## config.mk

```make
export PLATFORM = sky130hd
export DESIGN_NAME = seg7_reader
export DESIGN_NICKNAME = d
export VERILOG_FILES = /design/src/rtl/seg7_reader.sv
export SDC_FILE = /design/constraint.sdc
export NUM_CORES = 1
export LEC_CHECK = 0
export ABC_AREA = 1
export CELL_PAD_IN_SITES_DETAIL_PLACEMENT = 1
export CELL_PAD_IN_SITES_GLOBAL_PLACEMENT = 1
export CORE_MARGIN = 4
export CORE_UTILIZATION = 40
export DETAILED_ROUTE_END_ITERATION = 6
export PLACE_DENSITY = 0.9
export RECOVER_POWER = 25
export SYNTH_ARGS = -nofsm -noshare
export SYNTH_HDL_FRONTEND = slang
export SYNTH_SLANG_ARGS = --single-unit
```

## constraint.sdc

```tcl
create_clock -name clk -period 2.2 [get_ports clk]
set_input_delay 0.22 -clock clk [delete_from_list [all_inputs] [get_ports clk]]
set_output_delay 0.22 -clock clk [all_outputs]
set_load 0.01 [all_outputs]
```

## src/rtl/seg7_reader.sv

```systemverilog
// Recovers the hex value shown on a multiplexed 7-segment display and publishes
// it under valid/ready once the same frame has been seen for STABLE_SCANS scans.
module seg7_reader #(
  parameter int NDIGITS      = 4,
  parameter int STABLE_SCANS = 2
) (
  input  logic                   clk,
  input  logic                   reset,
  input  logic [NDIGITS-1:0]     digit,
  input  logic [7:0]             leds,
  input  logic                   ready,
  output logic [4*NDIGITS-1:0]   value,
  output logic [NDIGITS-1:0]     dp,
  output logic [NDIGITS-1:0]     err,
  output logic                   valid,
  output logic                   overrun
);

  localparam int CW = $clog2(STABLE_SCANS + 1);
  localparam int FW = 6 * NDIGITS;
  localparam logic [CW-1:0] CNT_MAX = CW'(STABLE_SCANS);

  // Handshake: valid stays high with stable data until an edge where
  // valid && ready; a publish on that same edge keeps valid high with new data.
  // A publish while valid && !ready overwrites the data and sets sticky overrun.

  logic [4*NDIGITS-1:0] shadow_val, cand_val;
  logic [NDIGITS-1:0]   shadow_dp, shadow_err, cand_dp, cand_err, seen;
  logic [FW-1:0]        last_frame;
  logic                 last_valid;
  logic [CW-1:0]        match_cnt, next_cnt;
  logic [4:0]           dec;
  logic                 one_hot, scan_done, same, publish;

  // Returns {err, nibble}; unknown glyphs decode to 0 with err set.
  function automatic logic [4:0] decode(input logic [6:0] s);
    case (s)
      7'h3F: decode = 5'h00;
      7'h06: decode = 5'h01;
      7'h5B: decode = 5'h02;
      7'h4F: decode = 5'h03;
      7'h66: decode = 5'h04;
      7'h6D: decode = 5'h05;
      7'h7D: decode = 5'h06;
      7'h07: decode = 5'h07;
      7'h7F: decode = 5'h08;
      7'h6F: decode = 5'h09;
      7'h77: decode = 5'h0A;
      7'h7C: decode = 5'h0B;
      7'h39: decode = 5'h0C;
      7'h5E: decode = 5'h0D;
      7'h79: decode = 5'h0E;
      7'h71: decode = 5'h0F;
      default: decode = 5'h10;
    endcase
  endfunction

  always_comb begin
    one_hot  = (digit != '0) && ((digit & (digit - NDIGITS'(1))) == '0);
    dec      = decode(leds[6:0]);
    cand_val = shadow_val;
    cand_dp  = shadow_dp;
    cand_err = shadow_err;
    for (int i = 0; i < NDIGITS; i++) begin
      if (digit[i]) begin
        cand_val[4*i +: 4] = dec[3:0];
        cand_dp[i]         = leds[7];
        cand_err[i]        = dec[4];
      end
    end
    scan_done = one_hot && ((seen | digit) == '1);
    same      = last_valid && ({cand_val, cand_dp, cand_err} == last_frame);
    if (!same)                  next_cnt = CW'(1);
    else if (match_cnt == CNT_MAX) next_cnt = match_cnt;
    else                        next_cnt = match_cnt + CW'(1);
    // The !same term lets STABLE_SCANS = 1 publish every changed frame.
    publish = scan_done && (next_cnt == CNT_MAX) && ((match_cnt != CNT_MAX) || !same);
  end

  always_ff @(posedge clk) begin
    if (reset) begin
      shadow_val <= '0;
      shadow_dp  <= '0;
      shadow_err <= '0;
      seen       <= '0;
      last_frame <= '0;
      last_valid <= 1'b0;
      match_cnt  <= '0;
      value      <= '0;
      dp         <= '0;
      err        <= '0;
      valid      <= 1'b0;
      overrun    <= 1'b0;
    end else begin
      if (one_hot) begin
        shadow_val <= cand_val;
        shadow_dp  <= cand_dp;
        shadow_err <= cand_err;
        seen       <= scan_done ? '0 : (seen | digit);
      end
      if (scan_done) begin
        match_cnt  <= next_cnt;
        last_frame <= {cand_val, cand_dp, cand_err};
        last_valid <= 1'b1;
      end
      if (publish) begin
        value <= cand_val;
        dp    <= cand_dp;
        err   <= cand_err;
        valid <= 1'b1;
        if (valid && !ready) overrun <= 1'b1;
      end else if (valid && ready) begin
        valid <= 1'b0;
      end
    end
  end

endmodule

```

==> results_dict.tcl <==
set metrics [dict create \
    setup_viol 32 \
    ctsHoldBuffers 0 \
    crit_type "in -> reg" \
    grt_pass1_wl_um 33900 \
    switching_power_uw 1250 \
    p_clk_share_pct 34.3 \
    start_util_pct 41.0 \
    die_h_um 111 \
    violations "negative setup slack" \
    drive_gt1_share_pct 34.2 \
    cts-htree-levels 3 \
    dr_wl_met2_um 11600 \
    setup_slack_ns -0.273 \
    drv_slew 0 \
    fin_crit_ns 2.47 \
    drt_iter0_markers 825 \
    hpwlAfterDp_um 11500 \
    die_x_um 111 \
    clockRootBuffer "clkbuf_8" \
    cellLeakagePower_uw 0.00318 \
    p_int_uw 2360 \
    clock_sinks 81 \
    hp-class "in -> reg" \
    register_area_sq_mm 0.00162 \
    core-area_sq_mm 0.0103 \
    synth_largest_area_cell "dfxtp_1" \
    synth_compound_area_share_pct 12.2 \
    clock_latency_ns 0.40 \
    highest_layer "met5" \
    fmaxAchievable_mhz 404 \
    finClkSkew_ns 0.0234 \
    grt_usage_pct 35.2 \
    critPathLaunchType "input pin" \
    area_growth_pct 51.5 \
    vias 5794 \
    synth_top_area_share_pct 38.3 \
    final_cell_mix "nand2_1, inv_1, buf_4" \
    period_share_pct 112 \
    critPathArrivalTime_ns 2.70 \
    relSlewSlack_pct 49.1 \
    worstMarginPinSlew_ns 0.755 \
    p_per_area_mw_per_mm2 562 \
    yosys_warnings 0 \
    final_common_cell "nand2_1" \
    fin_nets 811 \
    wl_met3_um 2530 \
    antenna-diode-count 0 \
    multi_input_area_sq_mm 0.00264 \
    finalHoldViolCount 0 \
    required_ns 2.42 \
    place.gp.congestion 0.905 \
    synth_top_family_by_area "simple AND/OR/NAND/NOR gates" \
    cp_max_fo 6 \
    met1Wirelength_um 9260 \
    detail-route-antenna-nets 0 \
    clock_path_buffers 2 \
    cts_tree "done" \
    synth-simple-area-share_pct 36.1 \
    vias_per_cell 6.20 \
    end_kind "flip-flop" \
    port_buffers 40 \
    syn_inst 654 \
    syn_avg_cell_area_sq_um 6.48 \
    syn_area_sq_mm 0.00424 \
    grt_pass1_vias 5937 \
    combPwrFrac_pct 22.8 \
    rsz0062_at_grt "yes" \
    yosysSeqAreaShare_pct 38.3 \
    synth_mux_area_share_pct 0 \
    cts_buffers 9 \
    vdd_ir_drop_max_mv 0.495 \
    clk_pin_slew_ns 0.09 \
    die_area_sq_mm 0.0123 \
    drc 0 \
    synthAdderAreaFrac_pct 0.590 \
    pin_count 41 \
    synth_nets 671 \
    drv_cap 0 \
    totalWireLength_um 25800 \
    antenna_found_initial 1 \
    p_seq_share_pct 42.9 \
    switching_share_pct 34.7 \
    first_pass_iters 6 \
    grt_remaining_overflow 0 \
    hold_ws_ns 0.466 \
    grt_max_degree 21 \
    power_uw 3610 \
    ys_seq_elements 81 \
    wl_per_cell_um 27.6 \
    placementRows 37 \
    synth_xor_area_share_pct 0.620 \
    yosys-top-cells-area "dfxtp_1, nand2_1, inv_1, nor2_1, nand3_1" \
    nFillCells 1305 \
    synth.distinct_cells 31 \
    status "finished, violations left" \
]
## stage by stage
step | setup TNS, ns | setup WS [ns] | util, % | cell area [sq um] | std cells
after floorplan | 0 | 0.204 | - | 4240 | 654
after CTS | 0 | 0.000515 | 57.9 | 5980 | 919
after detailed placement | -24.92 | -0.865 | 51.1 | 5280 | 881
after global placement | -17.13 | -0.634 | 51.1 | 5280 | 881
after global routing | -7.03 | -0.363 | 62.2 | 6420 | 934
final | -3.96 | -0.273 | 62.2 | 6420 | 934
## power groups by stage
stage	sequential [uW]	clock, uW	combinational, uW
after global routing	1550	1270	848
after global placement	1560	0	492
after detailed placement	1570	0	529
after CTS	1540	1170	629
after floorplan	1560	0	277
final	1550	1240	823
## flip-flops by register name, indices dropped and copies added, names as in the netlist, 4 cells and up
name and flops:
shadow_val 16, value 16, last_frame 24, seen 4
shadow_err 4, err 4, shadow_dp 4, dp 4
## area by class of cell
class | count | share of cell area (%)
Multi-Input combinational cell | 441 | 41.2
Timing Repair Buffer | 149 | 21.1
Clock inverter | 5 | 0.877
Tap cell | 136 | 2.65
Clock buffer | 10 | 2.14
Sequential cell | 81 | 25.3
Inverter | 112 | 6.78
## cells in the mapped netlist, drive strengths merged
cell type and number:
a21oi 31, and3 1, buf 10, clkbuf 10
dfxtp 81, ha 2, inv 112, nand2 177
nand3 53, nand4 12, nor2 93, nor3 1
nor4 1, o211ai 1, o21ai 51, o21bai 1
o22ai 12, or2 2, xor2 3
## worst max-delay path: stages
cell,delay [ns]
dlygate4sd2_1,0.38
nor2_1,0.16
buf_4,0.16
o21ai_1,0.29
buf_4,0.23
inv_1,0.14
nand2_1,0.25
inv_1,0.21
o21ai_0,0.45
a21oi_1,0.20
## what timing repair did
item                       CTS  global route
setup endpoints to repair   28            35
pin swaps                   39            59
resized for setup          129            92
setup buffers               22            18
gates cloned                 1             0
## logic make-up (layout without fill, tap and decap cells)
| kind of cell | Yosys count | after routing |
|---|---|---|
| flops | 81 | 81 |
| simple gates | 340 | 340 |
| fa+ha+maj | 2 | 2 |
| compound gates | 96 | 96 |
| xor+xnor | 3 | 3 |
| buf+inv | 132 | 276 |
## metal layers
layer / up-vias / GRT usage [%]
met5: - / 0
met4: 2 / 24.5
met3: 214 / 8.79
met2: 518 / 60.6
met1: 2738 / 37.7
li1: 2322 / -
## final timing paths
kind                                                 from                          to  slack [ns]  cells after the start
worst max-delay path                             digit[3]  shadow_err[3]$_SDFFE_PP0P_       -0.27                     10
worst min-delay path                              leds[7]   shadow_dp[1]$_SDFFE_PP0P_        0.47                      6
worst max register to register  shadow_dp[2]$_SDFFE_PP0P_      value[14]$_SDFFE_PP0P_       -0.13                     13
worst min register to register         dp[3]$_SDFFE_PP0P_          dp[3]$_SDFFE_PP0P_        0.50                      2
Power figures use the tool's default switching activity.
